## src/rtl/chain_unmix_if.sv

```systemverilog
// rtl/chain_unmix_if.sv - serial in/out stream bundle for chain_unmix
interface chain_unmix_if #(
  parameter int W = 32
);
  logic         in_valid;
  logic [W-1:0] in_data;
  logic         in_ready;
  logic         out_valid;
  logic [W-1:0] out_data;
  logic         out_ready;
  logic         busy;

  modport master (
    output in_valid, in_data, out_ready,
    input  in_ready, out_valid, out_data, busy
  );

  modport slave (
    input  in_valid, in_data, out_ready,
    output in_ready, out_valid, out_data, busy
  );
endinterface

```

## src/rtl/chain_unmix.sv

```systemverilog
// rtl/chain_unmix.sv - iterative inverse of the 8-word add/subtract chain mixer
module chain_unmix #(
  parameter int ROUNDS = 11,
  parameter int W      = 32
) (
  input  logic          clk,
  input  logic          rst,
  chain_unmix_if.slave  bus
);
  localparam int RW = (ROUNDS > 1) ? $clog2(ROUNDS) : 1;
  localparam logic [RW-1:0] R_LAST = RW'((ROUNDS > 0) ? ROUNDS - 1 : 0);

  typedef enum logic [1:0] {
    LOAD  = 2'd0,
    RUN   = 2'd1,
    DRAIN = 2'd2
  } state_t;

  state_t        state_q, state_d;
  logic [2:0]    k_q, k_d;
  logic [RW-1:0] r_q, r_d;
  logic [W-1:0]  s_q [8];
  logic [W-1:0]  s_d [8];
  logic [2:0]    k_m1, k_m2;

  // Neighbour indices wrap mod 8 through the 3-bit subtraction.
  assign k_m1 = k_q - 3'd1;
  assign k_m2 = k_q - 3'd2;

  always_comb begin
    state_d = state_q;
    k_d     = k_q;
    r_d     = r_q;
    s_d     = s_q;
    case (state_q)
      LOAD: begin
        if (bus.in_valid) begin
          s_d[k_q] = bus.in_data;
          k_d      = k_q + 3'd1;
          if (k_q == 3'd7) begin
            r_d = '0;
            if (ROUNDS == 0) begin
              state_d = DRAIN;
              k_d     = 3'd0;
            end else begin
              state_d = RUN;
              k_d     = 3'd7;
            end
          end
        end
      end
      RUN: begin
        // Walk i = 7..0 so each step sees the neighbours the forward round used.
        s_d[k_q] = s_q[k_q] - (s_q[k_m1] - s_q[k_m2]);
        k_d      = k_q - 3'd1;
        if (k_q == 3'd0) begin
          r_d = r_q + 1'b1;
          if (r_q == R_LAST) begin
            state_d = DRAIN;
            k_d     = 3'd0;
          end
        end
      end
      DRAIN: begin
        if (bus.out_ready) begin
          k_d = k_q + 3'd1;
          if (k_q == 3'd7) begin
            state_d = LOAD;
            k_d     = 3'd0;
          end
        end
      end
      default: begin
        state_d = LOAD;
        k_d     = 3'd0;
        r_d     = '0;
      end
    endcase
  end

  always_ff @(posedge clk or posedge rst) begin
    if (rst) begin
      state_q <= LOAD;
      k_q     <= 3'd0;
      r_q     <= '0;
      for (int i = 0; i < 8; i++) begin
        s_q[i] <= '0;
      end
    end else begin
      state_q <= state_d;
      k_q     <= k_d;
      r_q     <= r_d;
      for (int i = 0; i < 8; i++) begin
        s_q[i] <= s_d[i];
      end
    end
  end

  assign bus.in_ready  = (state_q == LOAD);
  assign bus.out_valid = (state_q == DRAIN);
  assign bus.busy      = (state_q != LOAD);
  assign bus.out_data  = (state_q == DRAIN) ? s_q[k_q] : '0;
endmodule

```

## src/flat_wrapper.sv

```systemverilog
// flat-port wrapper written by rule: the top's interface ports become plain ports
module chain_unmix_flat 
#(
  parameter int ROUNDS = 11,
  parameter int W      = 32
)
  (clk, rst, bus_in_valid, bus_in_data, bus_out_ready, bus_in_ready, bus_out_valid, bus_out_data, bus_busy);
  chain_unmix_if #(.W(W)) bus_i ();
  input  logic clk;
  input  logic rst;
  input wire logic [$bits(bus_i.in_valid)-1:0] bus_in_valid;
  input wire logic [$bits(bus_i.in_data)-1:0] bus_in_data;
  input wire logic [$bits(bus_i.out_ready)-1:0] bus_out_ready;
  output wire logic [$bits(bus_i.in_ready)-1:0] bus_in_ready;
  output wire logic [$bits(bus_i.out_valid)-1:0] bus_out_valid;
  output wire logic [$bits(bus_i.out_data)-1:0] bus_out_data;
  output wire logic [$bits(bus_i.busy)-1:0] bus_busy;
  assign bus_i.in_valid = bus_in_valid;
  assign bus_i.in_data = bus_in_data;
  assign bus_i.out_ready = bus_out_ready;
  assign bus_in_ready = bus_i.in_ready;
  assign bus_out_valid = bus_i.out_valid;
  assign bus_out_data = bus_i.out_data;
  assign bus_busy = bus_i.busy;
  chain_unmix #(.ROUNDS(ROUNDS), .W(W)) u_core (.clk(clk), .rst(rst), .bus(bus_i));
endmodule
```

## config.mk

```make
export PLATFORM = sky130hd
export DESIGN_NAME = chain_unmix_flat
export DESIGN_NICKNAME = d
export VERILOG_FILES = /design/src/rtl/chain_unmix_if.sv /design/src/rtl/chain_unmix.sv /design/src/flat_wrapper.sv
export SDC_FILE = /design/constraint.sdc
export NUM_CORES = 1
export LEC_CHECK = 0
export CAP_MARGIN = 5
export CORE_MARGIN = 2
export CORE_UTILIZATION = 65
export DETAILED_ROUTE_END_ITERATION = 10
export MAX_ROUTING_LAYER = met4
export PLACE_DENSITY = 0.85
export SKIP_LAST_GASP = 1
export SLEW_MARGIN = 20
export SYNTH_ARGS = -nofsm -noshare
export SYNTH_HDL_FRONTEND = slang
export SYNTH_SLANG_ARGS = --single-unit
```

## constraint.sdc

```tcl
create_clock -name clk -period 23 [get_ports clk]
set_input_delay 4.6 -clock clk [delete_from_list [all_inputs] [get_ports clk]]
set_output_delay 4.6 -clock clk [all_outputs]
set_load 0.01 [all_outputs]
```

## Yosys cells after proc, flatten, opt, wreduce, memory -nomap -nowiden

Index checks and enable logic that the tools add are counted.

- Bits in registers: 265
- Input port bits: 36
- Output and inout bits: 35
- Logic and storage cells: 78

- Add/sub/neg operators: 6
- Order comparisons: 4
- Equality and inequality tests: 10
- Multiplexer cells: 34
- Bitwise operators: 4
- Reductions and logical operators: 9

Operator list:

| kind | count |
|---|---|
| $bwmux 256 | 2 |
| $pmux 256 s2 | 1 |
| $bmux 32 s3 | 3 |
| $mux 256 | 1 |
| $mux 32 | 8 |
| $demux 32 s3 | 1 |
| $sub 32x32->32 | 2 |
| $mux 3 | 6 |
| $ge 4x4->1 const B | 3 |
| $mux 2 | 6 |
| $mux 4 | 3 |
| $not 3->4 | 3 |
| $pmux 4 s3 | 1 |
| $pmux 3 s3 | 1 |
| $ne 2x1->1 const B | 4 |
| $pmux 2 s3 | 1 |
| $reduce_and 6->1 | 1 |
| $add 4x1->4 const B | 1 |
| $eq 4x4->1 const B | 1 |
| $lt 4x1->1 const B | 1 |
| $ne 2x2->1 const B | 2 |
| $reduce_and 2->1 | 2 |
| $reduce_and 4->1 | 1 |
| $reduce_bool 2->1 | 2 |
| 10 further kinds | 10 |

## Depth between registers and ports, before layout

- Depth in word-level cells: 9
- Mapped depth: 22
- Depth with buffers taken out: 18

## Least setup slack after synthesis

No wires, ideal clock.

- Kind: register -> output
- Start point: register u_core.k_q[2]
- End point: output port bus_out_data[15]
- Arrival time: 2.012 ns
- Required time: 18.400 ns
- Slack: 16.388 ns
- Cell stages (with the launch flop): 7
- Buffers on the path: 3
- Cell sequence: dfrtp_1 > buf_4 > inv_1 > buf_2 > buf_2 > mux4_2 > nor2_1

- Word-level cells in the longest chain between the ends: 5

RTL lines:

| item | RTL line | source |
|---|---|---|
| start, declared | chain_unmix.sv:20 | `logic [2:0] k_q, k_d;` |
| start signal, assigned | chain_unmix.sv:91 | `k_q <= k_d;` |
| $not 3->4 (implied by the code) | chain_unmix.sv:102 | `assign bus.out_data = (state_q == DRAIN) ? s_q[k_q] : '0;` |
| $bmux 32 s3 | chain_unmix.sv:102 |  |
| $mux 32 (implied by the code) (2 in a row) | chain_unmix.sv:102 |  |
| $mux 32 | chain_unmix.sv:102 |  |
| end, declared | flat_wrapper.sv:16 | `output wire logic [$bits(bus_i.out_data)-1:0] bus_out_data;` |

Every way passes these cells. The select of a mux whose other input is x is not followed.

## Worst setup path after layout

- Start point: register u_core.k_q[0]
- End point: output port bus_out_data[25]

The elaborated chain is that of the path after synthesis.

==> results.yml <==
outcome:
  status: "finished, final reports clean"
finish:
  fin_cells: 2042
  nNetsFinal: 1788
  multi_input_area_um2: 10300
  syn_to_final_growth_pct: 10.9
  diodes: 0
  final_common_cell: "nand2_1"
  seqCellArea_um2: 6640
  layout_common_cells: "nand2_1 (271), dfrtp_1 (263), o21ai_0 (210)"
  final_area_um2: 19500
  fillers: 1748
  drive_gt1_share_pct: 17.5
sta:
  hold_viol: 0
  relSlewSlack_pct: 26.8
  final_max_slew_viol_count: 0
  rsz0062_at_grt: "no"
  fmax_mhz: 115
  fin_tns_setup_ns: 0
  final.period_utilization_pct: 37.8
  holdWs_ns: 0.505
  setup_violations: 0
  skew_ns: 0.0200
  period_needed_ns: 8.69
  worst_slew_pin_slew_ns: 1.10
flow_run:
  max_cap_violations: 0
synthesis:
  syn_avg_cell_area_um2: 10.5
  synth_fa_ha_area_share_pct: 6.57
  synth_top_family_by_area: "multiplexers"
  synth_ff_type: "dfrtp_1"
  yosys.area.top_type: "dfrtp_1"
  synthSimpleGateAreaFrac_pct: 10.0
  synth_compound_area_share_pct: 11.4
  yosysWarnings: 0
  netlist_top_cells_area: "dfrtp_1 (38%), mux4_2 (17%), mux2i_1 (7.4%)"
  synthCells: 1679
  synth_area_um2: 17600
  synth_top_area_share_pct: 37.6
  synth_enable_flop_cells: 0
  syn-num-nets: 1789
  ys_seq_area_share_pct: 37.6
  synthMuxAreaShare_pct: 28.4
  ys_types: 64
  ys_ff_latch: 265
  synthXorXnorAreaFrac_pct: 1.54
  async_flop_share_pct: 100
floorplanning:
  rows: 60
  die_x_um: 169
  core_region_area_um2: 26800
  fp.dieH_um: 169
  dieArea_um2: 28400
  pin_count: 71
  start_util_pct: 65.8
drt:
  avgRoutedWirePerCell_um: 23.4
  dr_total_vias: 14000
  drt-initial-drc-count: 1380
  postRouteAntennaNets: 0
  viasPerCell: 6.86
  wirelength_um: 47800
  drtPass1Iterations: 5
  drc: 0
clocking:
  cts.htree.levels: 1
  path_clk_slew_ns: 0.06
  root_buffer: "clkbuf_16"
  post_cts_buffers: 0
  cts_repair_resize_count: 0
  cts_tree: "done"
  cts_hold_buf: 0
  cts_made_buffers: 30
  cts.path.max_buffers: 3
  clk_latency_ns: 0.57
  clock-sinks: 265
setup_path:
  critPathMaxFanout: 143
  critPathKind: "reg -> out"
  reg2reg_slack_ns: 15.08
  start_kind: "flop"
  critical_path.cell_chain: "buf_12, mux2i_1, mux4_2, nor2_1, clkdlybuf4s50_1"
  cp-end-kind: "primary output"
  cp.required_ns: 18.40
  slowest_stage: "dfrtp_4"
  cp.arrival_ns: 4.09
  max_stage_delay_ns: 1.03
global_route:
  grt_usage_pct: 35.5
  grt_pass1_wl_um: 76600
  grt_max_degree: 144
  gr-total-overflow: 0
  antenna_found_initial: 0
  grt_pass1_vias: 14300
place:
  port_buffers: 70
  dp.cells: 1987
  gp_congestion: 0.878
  dp_hpwl_um: 29300
  placed_area_um2: 18500
hold_path:
  hp-class: "reg -> reg"
[final timing paths]
path	startpoint	endpoint	depth (start not counted)
max in group asynchronous	rst	u_core.k_q[0]	3
max reg2reg	u_core.k_q[0]	u_core.s_q[121]	18
min reg2reg	u_core.s_q[23]	u_core.s_q[23]	2
min in group asynchronous	rst	u_core.s_q[161]	2
min	u_core.s_q[23]	u_core.s_q[23]	2
max	u_core.k_q[0]	bus_out_data[25]	5
[worst max-delay path: cells and delay by family, from the launching register on]
kind | cells | cell delay [ns]
buffers and inverters | 2 | 1.31
AND/OR/NAND/NOR | 1 | 0.13
multiplexers | 2 | 0.89
flip-flops | 1 | 1.03
[metrics by stage]
stage               utilization [%]  worst slack, ns
global placement               68.9            15.04
global route                   72.9            14.15
floorplan                         -            11.10
detailed placement             68.9            14.94
finish                         72.9            14.31
CTS                            72.8            14.35
[metal layers]
metal  part of all wire (%)  track usage (%)
met5                      0                -
met3                    9.5             7.22
met4                    4.2             16.9
met2                     48             55.1
met1                     38             45.3
[kinds of logic (layout without fill, tap and decap cells)]
logic type / count (synthesis) / after routing
AOI/OAI and AO/OA: 356 / 356
and+or+nand+nor: 428 / 428
buffers and inverters: 198 / 220
adders and majority gates: 74 / 74
muxes: 327 / 327
DFF: 265 / 265
xor gates and xnor gates: 31 / 31
[layout make-up]
| cell class | instances | area share (%) |
|---|---|---|
| Clock inverter | 9 | 0.512 |
| Timing Repair Buffer | 83 | 4.17 |
| Sequential cell | 265 | 34.0 |
| Inverter | 82 | 1.61 |
| Clock buffer | 46 | 4.82 |
| Tap cell | 341 | 2.18 |
| Multi-Input combinational cell | 1216 | 52.8 |
[state kept, by name, summed over array words and instances, names as in the netlist]
| signal | count |
|---|---|
| u_core.k_q | 3 |
| u_core.r_q | 4 |
| u_core.state_q | 2 |
| u_core.s_q | 256 |
[cells in the mapped netlist (4+ instances only)]
| cell type | count |
|---|---|
| dfrtp_1 | 265 |
| o21bai_1 | 4 |
| fa_1 | 31 |
| nand2_1 | 279 |
| mux2i_1 | 130 |
| nand3_1 | 4 |
| o21ai_0 | 210 |
| o22ai_1 | 4 |
| and3_1 | 4 |
| mux2_2 | 63 |
| buf_1 | 20 |
| nand4_1 | 8 |
| nand2b_1 | 8 |
| a211oi_1 | 5 |
| buf_2 | 20 |
| clkbuf_1 | 74 |
| inv_1 | 81 |
| mux4_2 | 132 |
| xor2_1 | 12 |
| xnor2_1 | 19 |
| a31oi_1 | 19 |
| and2_1 | 11 |
| ha_1 | 43 |
| a21oi_1 | 59 |
| o21ai_1 | 14 |
| a21o_1 | 9 |
| nor3_1 | 11 |
| nor2_1 | 88 |
Power is left out: the tool's default activity adds up to more than one toggle a clock period on the data nets, which glitch-free logic cannot reach.
